`config.mk`:
```
export PLATFORM = sky130hd
export DESIGN_NAME = fetch_stage
export DESIGN_NICKNAME = d
export VERILOG_FILES = /design/src/rtl/rv_pkg.sv /design/src/rtl/ifid_reg.sv /design/src/rtl/fetch_stage.sv
export SDC_FILE = /design/constraint.sdc
export NUM_CORES = 1
export LEC_CHECK = 0
export CAP_MARGIN = 5
export CORE_ASPECT_RATIO = 1.75
export CORE_MARGIN = 4
export CORE_UTILIZATION = 35
export DETAILED_ROUTE_END_ITERATION = 8
export GPL_ROUTABILITY_DRIVEN = 0
export PLACE_DENSITY = 0.72
export SLEW_MARGIN = 15
export SYNTH_ARGS = -nofsm -noshare
export SYNTH_HDL_FRONTEND = slang
export SYNTH_SLANG_ARGS = --single-unit
```
`constraint.sdc`:
```
create_clock -name clk -period 6.9 [get_ports clk]
set_clock_uncertainty 0.05 [all_clocks]
set_input_delay 2.07 -clock clk [delete_from_list [all_inputs] [get_ports clk]]
set_output_delay 2.07 -clock clk [all_outputs]
set_load 0.01 [all_outputs]
```
`src/rtl/rv_pkg.sv`:
```
// Shared constants and types for the RV32I front end.
package rv_pkg;

    localparam int          PC_WIDTH   = 32;
    localparam int          INST_WIDTH = 32;
    localparam logic [31:0] RESET_PC   = 32'h0000_0000;
    localparam logic [31:0] NOP_INST   = 32'h0000_0013;

    typedef enum logic [1:0] {
        FETCH_BOOT = 2'd0,
        FETCH_RUN  = 2'd1,
        FETCH_ERR  = 2'd2
    } fetch_state_e;

endpackage

```
`src/rtl/ifid_reg.sv`:
```
// IF/ID pipeline register: capture loads a new instruction, bubble clears
// valid/inst but keeps the pc fields, otherwise everything holds.
module ifid_reg
    import rv_pkg::*;
#(
    parameter int                    PC_WIDTH   = rv_pkg::PC_WIDTH,
    parameter int                    INST_WIDTH = rv_pkg::INST_WIDTH,
    parameter logic [INST_WIDTH-1:0] NOP_INST   = INST_WIDTH'(rv_pkg::NOP_INST)
) (
    input  logic                  clk,
    input  logic                  rst_n,
    input  logic                  i_capture,
    input  logic                  i_bubble,
    input  logic [PC_WIDTH-1:0]   i_pc,
    input  logic [PC_WIDTH-1:0]   i_pc4,
    input  logic [INST_WIDTH-1:0] i_inst,
    output logic                  o_valid,
    output logic [PC_WIDTH-1:0]   o_pc,
    output logic [PC_WIDTH-1:0]   o_pc4,
    output logic [INST_WIDTH-1:0] o_inst
);

    logic                  r_valid;
    logic [PC_WIDTH-1:0]   r_pc;
    logic [PC_WIDTH-1:0]   r_pc4;
    logic [INST_WIDTH-1:0] r_inst;

    always_ff @(posedge clk) begin
        if (!rst_n) begin
            r_valid <= 1'b0;
            r_pc    <= '0;
            r_pc4   <= '0;
            r_inst  <= NOP_INST;
        end else if (i_bubble) begin
            r_valid <= 1'b0;
            r_inst  <= NOP_INST;
        end else if (i_capture) begin
            r_valid <= 1'b1;
            r_pc    <= i_pc;
            r_pc4   <= i_pc4;
            r_inst  <= i_inst;
        end
    end

    assign o_valid = r_valid;
    assign o_pc    = r_pc;
    assign o_pc4   = r_pc4;
    assign o_inst  = r_inst;

endmodule

```
`src/rtl/fetch_stage.sv`:
```
// RV32I instruction fetch: PC register, fetch FSM and accepted-instruction
// counter in front of the IF/ID register.
//   state | meaning
//   BOOT  | first cycle out of reset, no capture
//   RUN   | normal fetch with redirect/flush/stall
//   ERR   | misaligned redirect seen, fetch frozen until reset
module fetch_stage
    import rv_pkg::*;
#(
    parameter int                    PC_WIDTH   = rv_pkg::PC_WIDTH,
    parameter int                    INST_WIDTH = rv_pkg::INST_WIDTH,
    parameter logic [PC_WIDTH-1:0]   RESET_PC   = PC_WIDTH'(rv_pkg::RESET_PC),
    parameter logic [INST_WIDTH-1:0] NOP_INST   = INST_WIDTH'(rv_pkg::NOP_INST)
) (
    input  logic                  clk,
    input  logic                  rst_n,
    input  logic                  stall,
    input  logic                  flush,
    input  logic                  redirect_valid,
    input  logic [PC_WIDTH-1:0]   redirect_pc,
    output logic [PC_WIDTH-1:0]   imem_pc,
    input  logic [INST_WIDTH-1:0] imem_inst,
    output logic                  ifid_valid,
    output logic [PC_WIDTH-1:0]   ifid_pc,
    output logic [PC_WIDTH-1:0]   ifid_pc4,
    output logic [INST_WIDTH-1:0] ifid_inst,
    output logic                  misalign_err,
    output logic [31:0]           fetch_count
);

    fetch_state_e          r_state;
    fetch_state_e          w_state_nxt;
    logic [PC_WIDTH-1:0]   r_pc;
    logic [PC_WIDTH-1:0]   w_pc_nxt;
    logic [PC_WIDTH-1:0]   w_pc_plus4;
    logic                  w_capture;
    logic                  w_bubble;
    logic                  w_err_set;
    logic                  r_misalign_err;
    logic [31:0]           r_fetch_count;

    assign w_pc_plus4 = r_pc + PC_WIDTH'(4);

    always_comb begin
        w_state_nxt = r_state;
        w_pc_nxt    = r_pc;
        w_capture   = 1'b0;
        w_bubble    = 1'b0;
        w_err_set   = 1'b0;
        case (r_state)
            FETCH_BOOT: w_state_nxt = FETCH_RUN;
            FETCH_RUN: begin
                if (redirect_valid && (redirect_pc[1:0] != 2'b00)) begin
                    w_state_nxt = FETCH_ERR;
                    w_err_set   = 1'b1;
                    w_bubble    = 1'b1;
                end else if (redirect_valid) begin
                    w_pc_nxt = redirect_pc;
                    w_bubble = 1'b1;
                end else if (flush) begin
                    w_bubble = 1'b1;
                    if (!stall) w_pc_nxt = w_pc_plus4;
                end else if (!stall) begin
                    w_capture = 1'b1;
                    w_pc_nxt  = w_pc_plus4;
                end
            end
            FETCH_ERR: w_bubble = 1'b1;
            default:   w_state_nxt = FETCH_ERR;
        endcase
    end

    always_ff @(posedge clk) begin
        if (!rst_n) begin
            r_state        <= FETCH_BOOT;
            r_pc           <= RESET_PC;
            r_misalign_err <= 1'b0;
            r_fetch_count  <= '0;
        end else begin
            r_state <= w_state_nxt;
            r_pc    <= w_pc_nxt;
            if (w_err_set) r_misalign_err <= 1'b1;
            if (w_capture && (r_fetch_count != 32'hFFFF_FFFF))
                r_fetch_count <= r_fetch_count + 32'd1;
        end
    end

    ifid_reg #(
        .PC_WIDTH   (PC_WIDTH),
        .INST_WIDTH (INST_WIDTH),
        .NOP_INST   (NOP_INST)
    ) u_ifid_reg (
        .clk       (clk),
        .rst_n     (rst_n),
        .i_capture (w_capture),
        .i_bubble  (w_bubble),
        .i_pc      (r_pc),
        .i_pc4     (w_pc_plus4),
        .i_inst    (imem_inst),
        .o_valid   (ifid_valid),
        .o_pc      (ifid_pc),
        .o_pc4     (ifid_pc4),
        .o_inst    (ifid_inst)
    );

    assign imem_pc      = r_pc;
    assign misalign_err = r_misalign_err;
    assign fetch_count  = r_fetch_count;

endmodule

```
**Yosys cells after proc, flatten, opt, wreduce, memory -nomap -nowiden**

Cells that the tools add are included.

- Reductions and logical operators: 8
- $add $sub $neg: 2
- Bitwise gates (word level): 4
- Equality and inequality tests: 5
- Muxes and demuxes: 15

Operators with widths:

| kind | number |
|---|---|
| $mux W32 | 2 |
| $add A32 B1 Y32 const B | 1 |
| $add A32 B3 Y32 const B | 1 |
| $ne A32 B32 Y1 const B | 1 |
| $mux W1 | 10 |
| $pmux W2 S3 | 1 |
| $not A1 Y1 | 4 |
| $reduce_and A2 Y1 | 2 |
| $reduce_and A3 Y1 | 1 |
| $eq A2 B1 Y1 const B | 1 |
| $eq A2 B2 Y1 const B | 1 |
| $logic_and A1 B1 Y1 | 2 |
| $logic_not A2 Y1 | 1 |
| $mux W2 | 1 |
| $ne A2 B1 Y1 const B | 1 |
| $ne A2 B2 Y1 const B | 1 |
| $pmux W1 S2 | 1 |
| $reduce_bool A2 Y1 | 1 |
| $reduce_or A2 Y1 | 1 |

- Output and inout bits: 162
- Word-level logic and storage cells: 42
- Register bits: 164

**Longest topological paths before layout**

- Depth after elaboration: 6
- Gate-level depth with buffers: 9
- Mapped depth without buffers: 7

**By module**

From an unflattened synthesis, not the netlist that was laid out.

- Cell total of the unflattened synthesis: 916
- Area, all modules: 8049.0 µm²

Modules (own cells, without submodules):

| module | seq. area each (µm²) | instances | area an instance (µm²) | cells each |
|---|---|---|---|---|
| fetch_stage | 1341.3 | 1 | 4267.8 | 530 |
| ifid_reg | 1941.9 | 1 | 3781.1 | 386 |

**Worst setup path after synthesis**

Ideal clock, no wire load.

- Path kind: input-to-reg
- Start point: in redirect_valid
- End point: reg r_fetch_count[31] (netlist: fetch_count[31])
- Cell stages on the path: 6
- Setup time: 0.070 ns
- Setup slack: 3.119 ns
- Arrival time: 3.661 ns
- Path through: buf_2 > nor4b_4 > nand3_1 > or4b_4 > or3_1 > a21oi_1

- Longest elaborated chain between the ends: 4
- Elaborated cells between the ends (all ways): 5
- Those cells by class: 3 x mux; 2 x reduce/logical

RTL lines:

| what | RTL line | text |
|---|---|---|
| start, declared | fetch_stage.sv:19 | `input logic redirect_valid,` |
| $mux W1 / $logic_and A1 B1 Y1 (equally long branches) | fetch_stage.sv:57, fetch_stage.sv:53 |  |
| $mux W1 (*) | fetch_stage.sv:53 | `if (redirect_valid && (redirect_pc[1:0] != 2'b00)) begin` |
| $mux W1 (*) | fetch_stage.sv:50 | `case (r_state)` |
| $logic_and A1 B1 Y1 (*) | fetch_stage.sv:83 | `if (w_capture && (r_fetch_count != 32'hFFFF_FFFF))` |
| end signal, assigned | fetch_stage.sv:84 | `r_fetch_count <= r_fetch_count + 32'd1;` |
| end, declared | fetch_stage.sv:40 | `logic [31:0] r_fetch_count;` |

Every way passes the cells marked *; elsewhere a longest branch is shown, timed or not.
A chain may end at the register's enable or synchronous reset.

**Worst setup path in the final report**

- Start point: in stall
- End point: reg r_fetch_count[27] (netlist: fetch_count[27])

- Longest elaborated chain between the ends: 6

RTL lines:

| what | RTL line | text |
|---|---|---|
| start, declared | fetch_stage.sv:17 | `input logic stall,` |
| $mux W1 | fetch_stage.sv:63 | `end else if (!stall) begin` |
| $mux W1 | fetch_stage.sv:60 | `end else if (flush) begin` |
| $mux W1 | fetch_stage.sv:57 | `end else if (redirect_valid) begin` |
| $mux W1 | fetch_stage.sv:53 |  |
| $mux W1 | fetch_stage.sv:50 |  |
| $logic_and A1 B1 Y1 | fetch_stage.sv:83 |  |

Every way passes these cells.

==> results.toml <==
[outcome]
outcome = "complete, no violations"

[placement]
dp_hpwl_mm = 16.7
preCtsSetupSlack_ns = 2.03
portBuffers = 230

[worst_hold_path]
holdPathEnd = "misalign_err"
holdCritStartpoint = "misalign_err"
whs_path_depth = 2
hold_path_class = "flip-flop to flip-flop"

[power]
powerDensity_mw_per_mm2 = 228
seqPwrFrac_pct = 43.8
p_sw_share_pct = 27.0
p_switching_uw = 632
pwr-share-clk_pct = 40.4
p_leak_uw = 0.00332
p_int_uw = 1710
ir_worst_vdd_v = 0.000182
p_comb_share_pct = 15.8

[layout]
layout-drive-gt1-share_pct = 4.87
multi_input_area_sq_mm = 0.00373
antenna_cells = 0
fill_cells = 1933
area_growth_syn_to_layout_pct = 40.7
final_util_pct = 50.2
fin_nets = 1170
ff_latch_area_sq_mm = 0.00324

[clock_network]
clock_latency_ns = 0.43
cts_buffer_depth = 2
clock-sinks = 162
numCtsBuffers = 17
cts.htree.levels = 4
cts_tree = "built"
cts_resized = 0
clk_pin_slew_worst_paths_ns = 0.06
hold_buffers = 0
ctsRootBufferMaster = "clkbuf_16"
cts_setup_buffers = 0

[routing]
drc_errors = 0
vias = 7186
wl_per_cell_um = 17.0
antenna_left = 0
dr.first_iter.drc_count = 377
routed_wl_mm = 23.0
viasPerCell = 5.30
drt_pass1_iterations = 5

[yosys]
yosysWarnings = 0
yosys-top-cells-area = "dfxtp_1 (44%), nand2_1 (9.2%), a21oi_1 (7.0%), nor2_1 (3.7%), xnor2_1 (3.6%)"
synth_edf_count = 0
syn_nets = 986
postSynthAreaPerCell_sq_um = 8.01
synth.top_cell.area_share_pct = 44.4
synth_cell_types = 59
synthCells = 912
synth_seq_cells = 162
yosysMostFrequentCell = "nand2_1"
synthArstFlopShare_pct = 0
yosys.area.top_type = "dfxtp_1"
synth_area_sq_mm = 0.00730
synth_commonest_cells = "nand2_1 (178), dfxtp_1 (162), a21oi_1 (102)"
ys.flop_type = "dfxtp_1"
ys_seq_area_share_pct = 44.4

[setup_path]
r2r-start = "r_state[1]"
path_class = "input port to flip-flop"
crit_fanout = 41
reg2regPathDepth = 8
crit_required_ns = 7.21
cp-end-kind = "flip-flop"
reg2reg_to = "fetch_count[27]"
rrSetupSlack_ns = 3.86
worstPathArrival_ns = 4.76
start_kind = "input port"

[timing]
fmax_ghz = 0.225
slew_headroom_pct = 30.9
tightest_slew_ns = 1.03
drv_slew = 0
final.setup.tns_ns = 0
fin_hold_ws_ns = 0.396
period_minus_slack_ns = 4.45
final_hold_viol_count = 0
rsz0062_at_grt = "false"
setup_violations = 0
worst_slack_ns = 2.45
layout_worst_path_cycle_share_pct = 64.5

[grt]
grt_start_max_net_pins = 74
use_met3_pct = 5.00
use_met2_pct = 35.5
antenna_found_initial = 0
use_met1_pct = 21.4
grt_first_pass_wirelength_mm = 35.8
globalRouteOverflowTotal = 0
grt_usage_pct = 19.5
grt_pass1_vias = 6764
busiest_layer = "met2"

[die]
io_pins = 231
die_area_sq_mm = 0.0233
coreArea_sq_mm = 0.0205
initial_core_util_pct = 35.7
die_x_um = 117
die_h_um = 199
row_count = 69

[job]
drv_cap = 0
## state kept, by name, summed over array words and instances (netlist names)
name / count
u_ifid_reg.o_pc4: 30
imem_pc: 32
u_ifid_reg.o_inst: 32
u_ifid_reg.o_valid: 1
u_ifid_reg.o_pc: 32
misalign_err: 1
r_state: 2
fetch_count: 32
## logic make-up after synthesis
logic type / count (synthesis) / synth area share [%]
AND/OR/NAND/NOR: 376 / 24.6
multiplexers: 2 / 0.274
flip-flops: 162 / 44.4
XOR/XNOR: 48 / 5.76
AO/OA/AOI/OAI: 235 / 19.4
adder cells (fa/ha/maj): 5 / 0.857
buffers and inverters: 84 / 4.69
## worst max path at each step
stage / endpoint / startpoint / slack [ns]
after floorplan: fetch_count[31] / redirect_valid / 3.12
after global placement: fetch_count[25] / stall / 2.05
after detailed placement: fetch_count[27] / stall / 2.03
after CTS: fetch_count[27] / stall / 2.48
after global routing: fetch_count[25] / stall / 2.29
final: fetch_count[27] / stall / 2.45
## layer usage
metal  wire (um)  share of wire, %
met1        8800                38
met4         463               2.0
met2       12500                54
met3        1260               5.5
met5           0                 0
## placed cells by master (no fill, tap or decap), types with 4 or more instances in the layout
cell type and instances:
clkdlybuf4s50_1 228, nand2_1 178, dfxtp_1 162, a21oi_1 102, nor2_1 72, o21ai_0 44, nand4_1 31, xnor2_1 30
nand3_1 29, a211oi_1 18, xor2_1 18, clkbuf_16 17, and4_1 14, a31oi_1 12, a22oi_1 11, or3_1 10
and3_1 10, buf_4 10, inv_1 6, clkinv_2 6, o22ai_1 6, and2_1 5, nor3_1 5, o21a_1 5
a22o_1 5, ha_1 5, a2111oi_0 4, o31ai_1 4, nor4_1 4
## worst max-delay path, cell delays in order
cell,delay (ns)
clkdlybuf4s50_1,0.47
nor4b_4,0.27
buf_4,0.41
nand3_1,0.42
or4b_4,0.65
or3_1,0.33
a21oi_1,0.13
## power by group through the flow
stage | Clock, uW | Sequential, uW | Combinational [uW]
after floorplan | 0 | 1040 | 196
after global routing | 1000 | 1030 | 408
final | 946 | 1020 | 370
after detailed placement | 0 | 1040 | 372
after global placement | 0 | 1040 | 366
after CTS | 971 | 1020 | 374
## cell type report
cell class	count	share of cell area, %
clock inverters	11	1.35
repair buffers	241	23.2
well taps	248	3.02
multi-input cells	666	36.3
clock buffers	20	4.25
flip-flops and latches	162	31.6
inverters	8	0.304
## through the flow
step	total power, uW	cell area (sq um)	std cells
2_1_floorplan	1240	7300	912
6_report	2340	10300	1356
3_3_place_gp	1410	9700	1325
4_1_cts	2370	10300	1356
3_5_place_dp	1420	9700	1325
5_1_grt	2440	10300	1356
Note: power is estimated with default switching activity, not from simulation.
==> variant 1, RTL diff (same settings) <==
Make the reset (`rst_n`) asynchronous in 2 clocked blocks.
--- a/src/rtl/ifid_reg.sv
+++ b/src/rtl/ifid_reg.sv
@@ -26,5 +26,5 @@
     logic [INST_WIDTH-1:0] r_inst;
 
-    always_ff @(posedge clk) begin
+    always_ff @(posedge clk or negedge rst_n) begin
         if (!rst_n) begin
             r_valid <= 1'b0;
--- a/src/rtl/fetch_stage.sv
+++ b/src/rtl/fetch_stage.sv
@@ -71,5 +71,5 @@
     end
 
-    always_ff @(posedge clk) begin
+    always_ff @(posedge clk or negedge rst_n) begin
         if (!rst_n) begin
             r_state        <= FETCH_BOOT;
Formal check against the unedited RTL: differs if rst_n is asserted again (counterexample within 4 cycles, from zero or initial values and one cycle with rst_n low); with rst_n held inactive, the same outputs for 4 cycles.
==> variant 1 against the unedited design <==
  * Routed wire length increased by 0.36%
  * Setup slack got worse by 29 ps
  * Non-clock buffer count decreased by 3
  * Design area increased by 3.5%
  * Critical path depth decreased by 2
  * Sequential cell count unchanged
  * Synthesized area increased by 3.8%
  * Largest cell class is now flip-flops and latches
  * Highest routed layer unchanged
Power is not compared: it rests on default switching activity, and its combinational part moved more than twofold at a synthesized area within 25%.
==> variant 1: results (changes against the unedited design) <==
metric	value	unit	change
postcts setup bufs	0		unchanged
critical path's largest stage delay	820	ps	+170 ps
Reg2Reg Setup Slack	3830	ps	-30 ps
asr flop ratio synth	100	%	+100 points
DR WL/cell	17.3	um	+1.9%
Non-Filler Instances	1335		-1.5%
placement-stage cell area	10100	um2	+3.8%
global-route wire length before repair	37300	um	+4.2%
NetSw	0.422	mW	
RR Startpoint	r_state[1]		
Pleak	4.43	nW	
HPWL Detailed	16500	um	-0.95%
share of layout cells above drive strength 1	5.09	%	+0.21 points
largest net degree at the start of global routing	109		+47%
slowest CP cell	nor4b_4		
CP max FO	95		+130%
final net count	1104		-5.6%
run status	completed		
Num CTS Buffers	17		unchanged
main flop type after synthesis	dfrtp_1		
I/O Buffers	230		unchanged
WHS Path Cells	2		unchanged
clock latency at the later pin of the worst-skew pair	420	ps	
Slew Limit Headroom	25.3	%	-5.6 points
mean post-synth cell area	9.14	um2	+14%
Clk pin slew, worst setup/hold paths	70	ps	
CP top delay family	simple AND/OR/NAND/NOR gates		
Clock Path Buffers	2		unchanged
Tot GR Track Use	19.5	%	-0.027 points
R2R Path End	u_ifid_reg.o_pc4[28]		
HP Start	u_ifid_reg.o_pc[18]		
Synth top cells by count	nand2_1 (224), dfrtp_1 (159), o21ai_0 (59), a21oi_1 (48), nand3_1 (39)		
worst min path class	register to register		
hold endpoint	u_ifid_reg.o_pc[18]		
initial antenna violation count	1		+1
VDD IR max	0.159	mV	
YS warnings	0		unchanged
part of the Yosys area used for sequential elements	53.6	%	+9.1 points
post_cts resized	0		unchanged
post-synth cell types	50		-15%
Area contributors post-synth	dfrtp_1 (53%), nand2_1 (11%), xnor2_1 (3.9%)		
H-tree depth	4		unchanged
Syn Nets	903		-8.4%
DR pass1 iterations	5		unchanged
DRT iter0 DRCs	312		-17%
CTS root buf	clkbuf_16		
crit path DAT	4740	ps	-20 ps
vias	6720		-6.5%
vias in the first global route	6797		+0.49%
Reg2Reg Depth	6		-2
variant 1: cell types whose count changed in the layout (fill, tap and decap cells not counted), sizes merged, moves of 18 or more:
| cell | before | now |
|---|---|---|
| a211oi | 18 | 0 |
| a21oi | 103 | 48 |
| dfrtp | 0 | 159 |
| dfxtp | 162 | 0 |
| nand2 | 178 | 224 |
| nor2 | 72 | 33 |
variant 1: worst max-delay path by stage:
stage | from | end | slack (ps) | cells after the start
5_1_grt | flush | u_ifid_reg.o_pc4[28] | 2190 | 5
3_5_place_dp | flush | u_ifid_reg.o_pc4[28] | 1940 | 5
2_1_floorplan | redirect_valid | u_ifid_reg.o_pc4[2] | 3260 | 8
4_1_cts | flush | u_ifid_reg.o_pc4[28] | 2400 | 5
6_report | flush | u_ifid_reg.o_pc4[28] | 2420 | 5
3_3_place_gp | flush | u_ifid_reg.o_pc4[28] | 1980 | 5
variant 1: worst min-delay path: cells and delay by family (launching register included):
family / cells / cell delay (ps)
flops: 1 / 340
simple gates: 2 / 100
variant 1: through the flow:
stage               worst slack [ps]  utilization (%)  hold slack, ps
finish                          2420             49.7             427
global route                    2190             49.7             452
CTS                             2400             49.6             430
detailed placement              1940             47.0             416
global placement                1980             47.0             408
floorplan                       3260                -             412
variant 1: power by group through the flow:
stage / logic [mW] / clock network, mW / registers [mW]
2_1_floorplan: 0.0148 / 0 / 0.968
3_3_place_gp: 0.0805 / 0 / 0.967
5_1_grt: 0.0873 / 0.963 / 0.949
4_1_cts: 0.0812 / 0.930 / 0.950
6_report: 0.0795 / 0.902 / 0.950
3_5_place_dp: 0.0805 / 0 / 0.967
variant 1: final cells by class:
| cell class | instances | area, um2 |
|---|---|---|
| inverter | 9 | 33.8 |
| clock buffer | 21 | 470 |
| tap | 292 | 365 |
| antenna | 1 | 2.50 |
| fill | 2023 | 10800 |
| multi-input combinational | 602 | 3260 |
| sequential | 162 | 4060 |
| clock inverter | 10 | 83.8 |
| timing repair buffer | 238 | 2370 |
variant 1: metal layers:
metal | vias to the layer above | track usage [%] | wire (um)
li1 | 3239 | - | -
met1 | 3239 | 21.4 | 8600
met2 | 205 | 35.4 | 12500
met3 | 37 | 5.66 | 1370
met4 | 0 | 7.13 | 598
met5 | - | 0 | 0
variant 1: kinds of logic after synthesis:
family | synth area share [%]
and+or+nand+nor | 22.6
xor gates and xnor gates | 6.59
muxes | 0.677
DFF | 53.6
adders and majority gates | 0.826
AOI/OAI and AO/OA | 12.2
buffers and inverters | 3.60
==> variant 2, RTL diff (same flow settings) <==
Made on the original files. Set the package constant `INST_WIDTH` to 64 (it was 32).
--- a/src/rtl/rv_pkg.sv
+++ b/src/rtl/rv_pkg.sv
@@ -3,5 +3,5 @@
 
     localparam int          PC_WIDTH   = 32;
-    localparam int          INST_WIDTH = 32;
+    localparam int          INST_WIDTH = 64;
     localparam logic [31:0] RESET_PC   = 32'h0000_0000;
     localparam logic [31:0] NOP_INST   = 32'h0000_0013;
Ports: changed (resized ifid_inst and imem_inst); port bits go from 231 to 295. No check against the original RTL was run, so the function may have changed too.
==> variant 2 against the unedited design <==
  * Design area rose by 18%
  * Synthesized area increased by 16%
  * Total power rose by 17%
  * Fmax down 7.3%
  * Setup slack lost 350 ps
  * Sequential cell count is 32 higher
  * Clock power increased by 12%
  * Routed wire length increased by 26%
  * Worst hold slack better by 7.0 ps
  * Highest routed layer unchanged
==> variant 2: results (changes against the unedited design) <==
metric	value	unit	change
post-synth cell types	63		+6.8%
Slew Limit Headroom	30.2	%	-0.77 points
post_cts resized	0		unchanged
Clock Path Buffers	2		unchanged
fillers	2293		+19%
slowest CP cell	a21oi_4		
VDD IR max	0.154	mV	-15%
I/O Buffers	294		+28%
run status	completed		
DR pass1 iterations	5		unchanged
asr flop ratio synth	0	%	unchanged
Pleak	4.00	nW	+20%
Syn Nets	1175		+19%
HPWL Detailed	20900	um	+25%
postcts setup bufs	0		unchanged
largest net degree at the start of global routing	79		+6.8%
YS warnings	0		unchanged
drt total wl	29000	um	+26%
DP Worst Slack	1610	ps	-420 ps
H-tree depth	4		unchanged
DRT iter0 DRCs	622		+65%
Area contributors post-synth	dfxtp_1 (46%), nand2_1 (12%), a21oi_1 (8.8%)		
crit path DAT	5100	ps	+340 ps
part of the Yosys area used for sequential elements	45.7	%	+1.3 points
CTS root buf	clkbuf_16		
Num CTS Buffers	17		unchanged
Synth top cells by count	nand2_1 (261), dfxtp_1 (194), a21oi_1 (150), clkbuf_1 (65), o21ai_0 (45)		
global-route wire length before repair	45400	um	+27%
Power Density	226	nW/um2	-0.72%
Clk pin slew, worst setup/hold paths	70	ps	
antenna cells	0		unchanged
final net count	1407		+20%
vias in the first global route	8172		+21%
clock latency at the later pin of the worst-skew pair	450	ps	+20 ps
share of layout cells above drive strength 1	4.57	%	-0.30 points
worst min path class	register to register		
# DRC	0		unchanged
CP max FO	72		+76%
vias	8503		+18%
Tot GR Track Use	20.9	%	+1.4 points
critical path's largest stage delay	910	ps	+260 ps
main flop type after synthesis	dfxtp_1		
max FFs per register	64		
initial antenna violation count	1		+1
variant 2: final cells by class:
class	instances	area (um2)	share of cell area, %
flip-flops and latches	194	3880	32.0
inverters	15	56.3	0.463
clock inverters	9	155	1.28
repair buffers	304	3010	24.8
multi-input cells	769	4200	34.6
clock buffers	21	460	3.79
well taps	308	385	3.17
variant 2: critical path: cells and delay by family:
kind                   cells  cell delay (ps)
AND/OR/NAND/NOR            2              960
AO/OA/AOI/OAI              2             1140
buffers and inverters      2              920
variant 2: kinds of logic (layout without fill, tap and decap cells):
logic type	Yosys count	in the layout	share of synthesized area [%]
fa+ha+maj	5	5	0.736
mux	19	19	2.28
xor+xnor	28	28	2.88
flops	194	194	45.7
simple gates	449	449	24.6
buf+inv	106	349	5.21
compound gates	268	268	18.6
variant 2: power by group:
group	leakage [nW]	internal [mW]	switching [mW]
logic	2.13	0.203	0.263
clock network	0.299	0.622	0.436
registers	1.57	1.17	0.0522
total	4.00	1.99	0.751
variant 2: worst paths after layout:
path | cells after the start | slack (ps) | to | from
min | 2 | 400 | u_ifid_reg.o_pc[22] | u_ifid_reg.o_pc[22]
max | 6 | 2100 | u_ifid_reg.o_pc4[9] | stall
min reg2reg | 2 | 400 | u_ifid_reg.o_pc[22] | u_ifid_reg.o_pc[22]
max reg2reg | 7 | 3550 | u_ifid_reg.o_pc4[9] | r_state[1]
variant 2: layer usage:
layer  wire [um]  global-route usage (%)
met2       15200                    37.9
met4         962                    8.88
met3        2040                    6.38
met1       10800                    22.3
met5           0                       0
variant 2: stage by stage:
stage	area (um2)	instances
global route	12100	1620
floorplan	8500	1069
CTS	12100	1620
detailed placement	11500	1590
finish	12100	1620
global placement	11500	1590
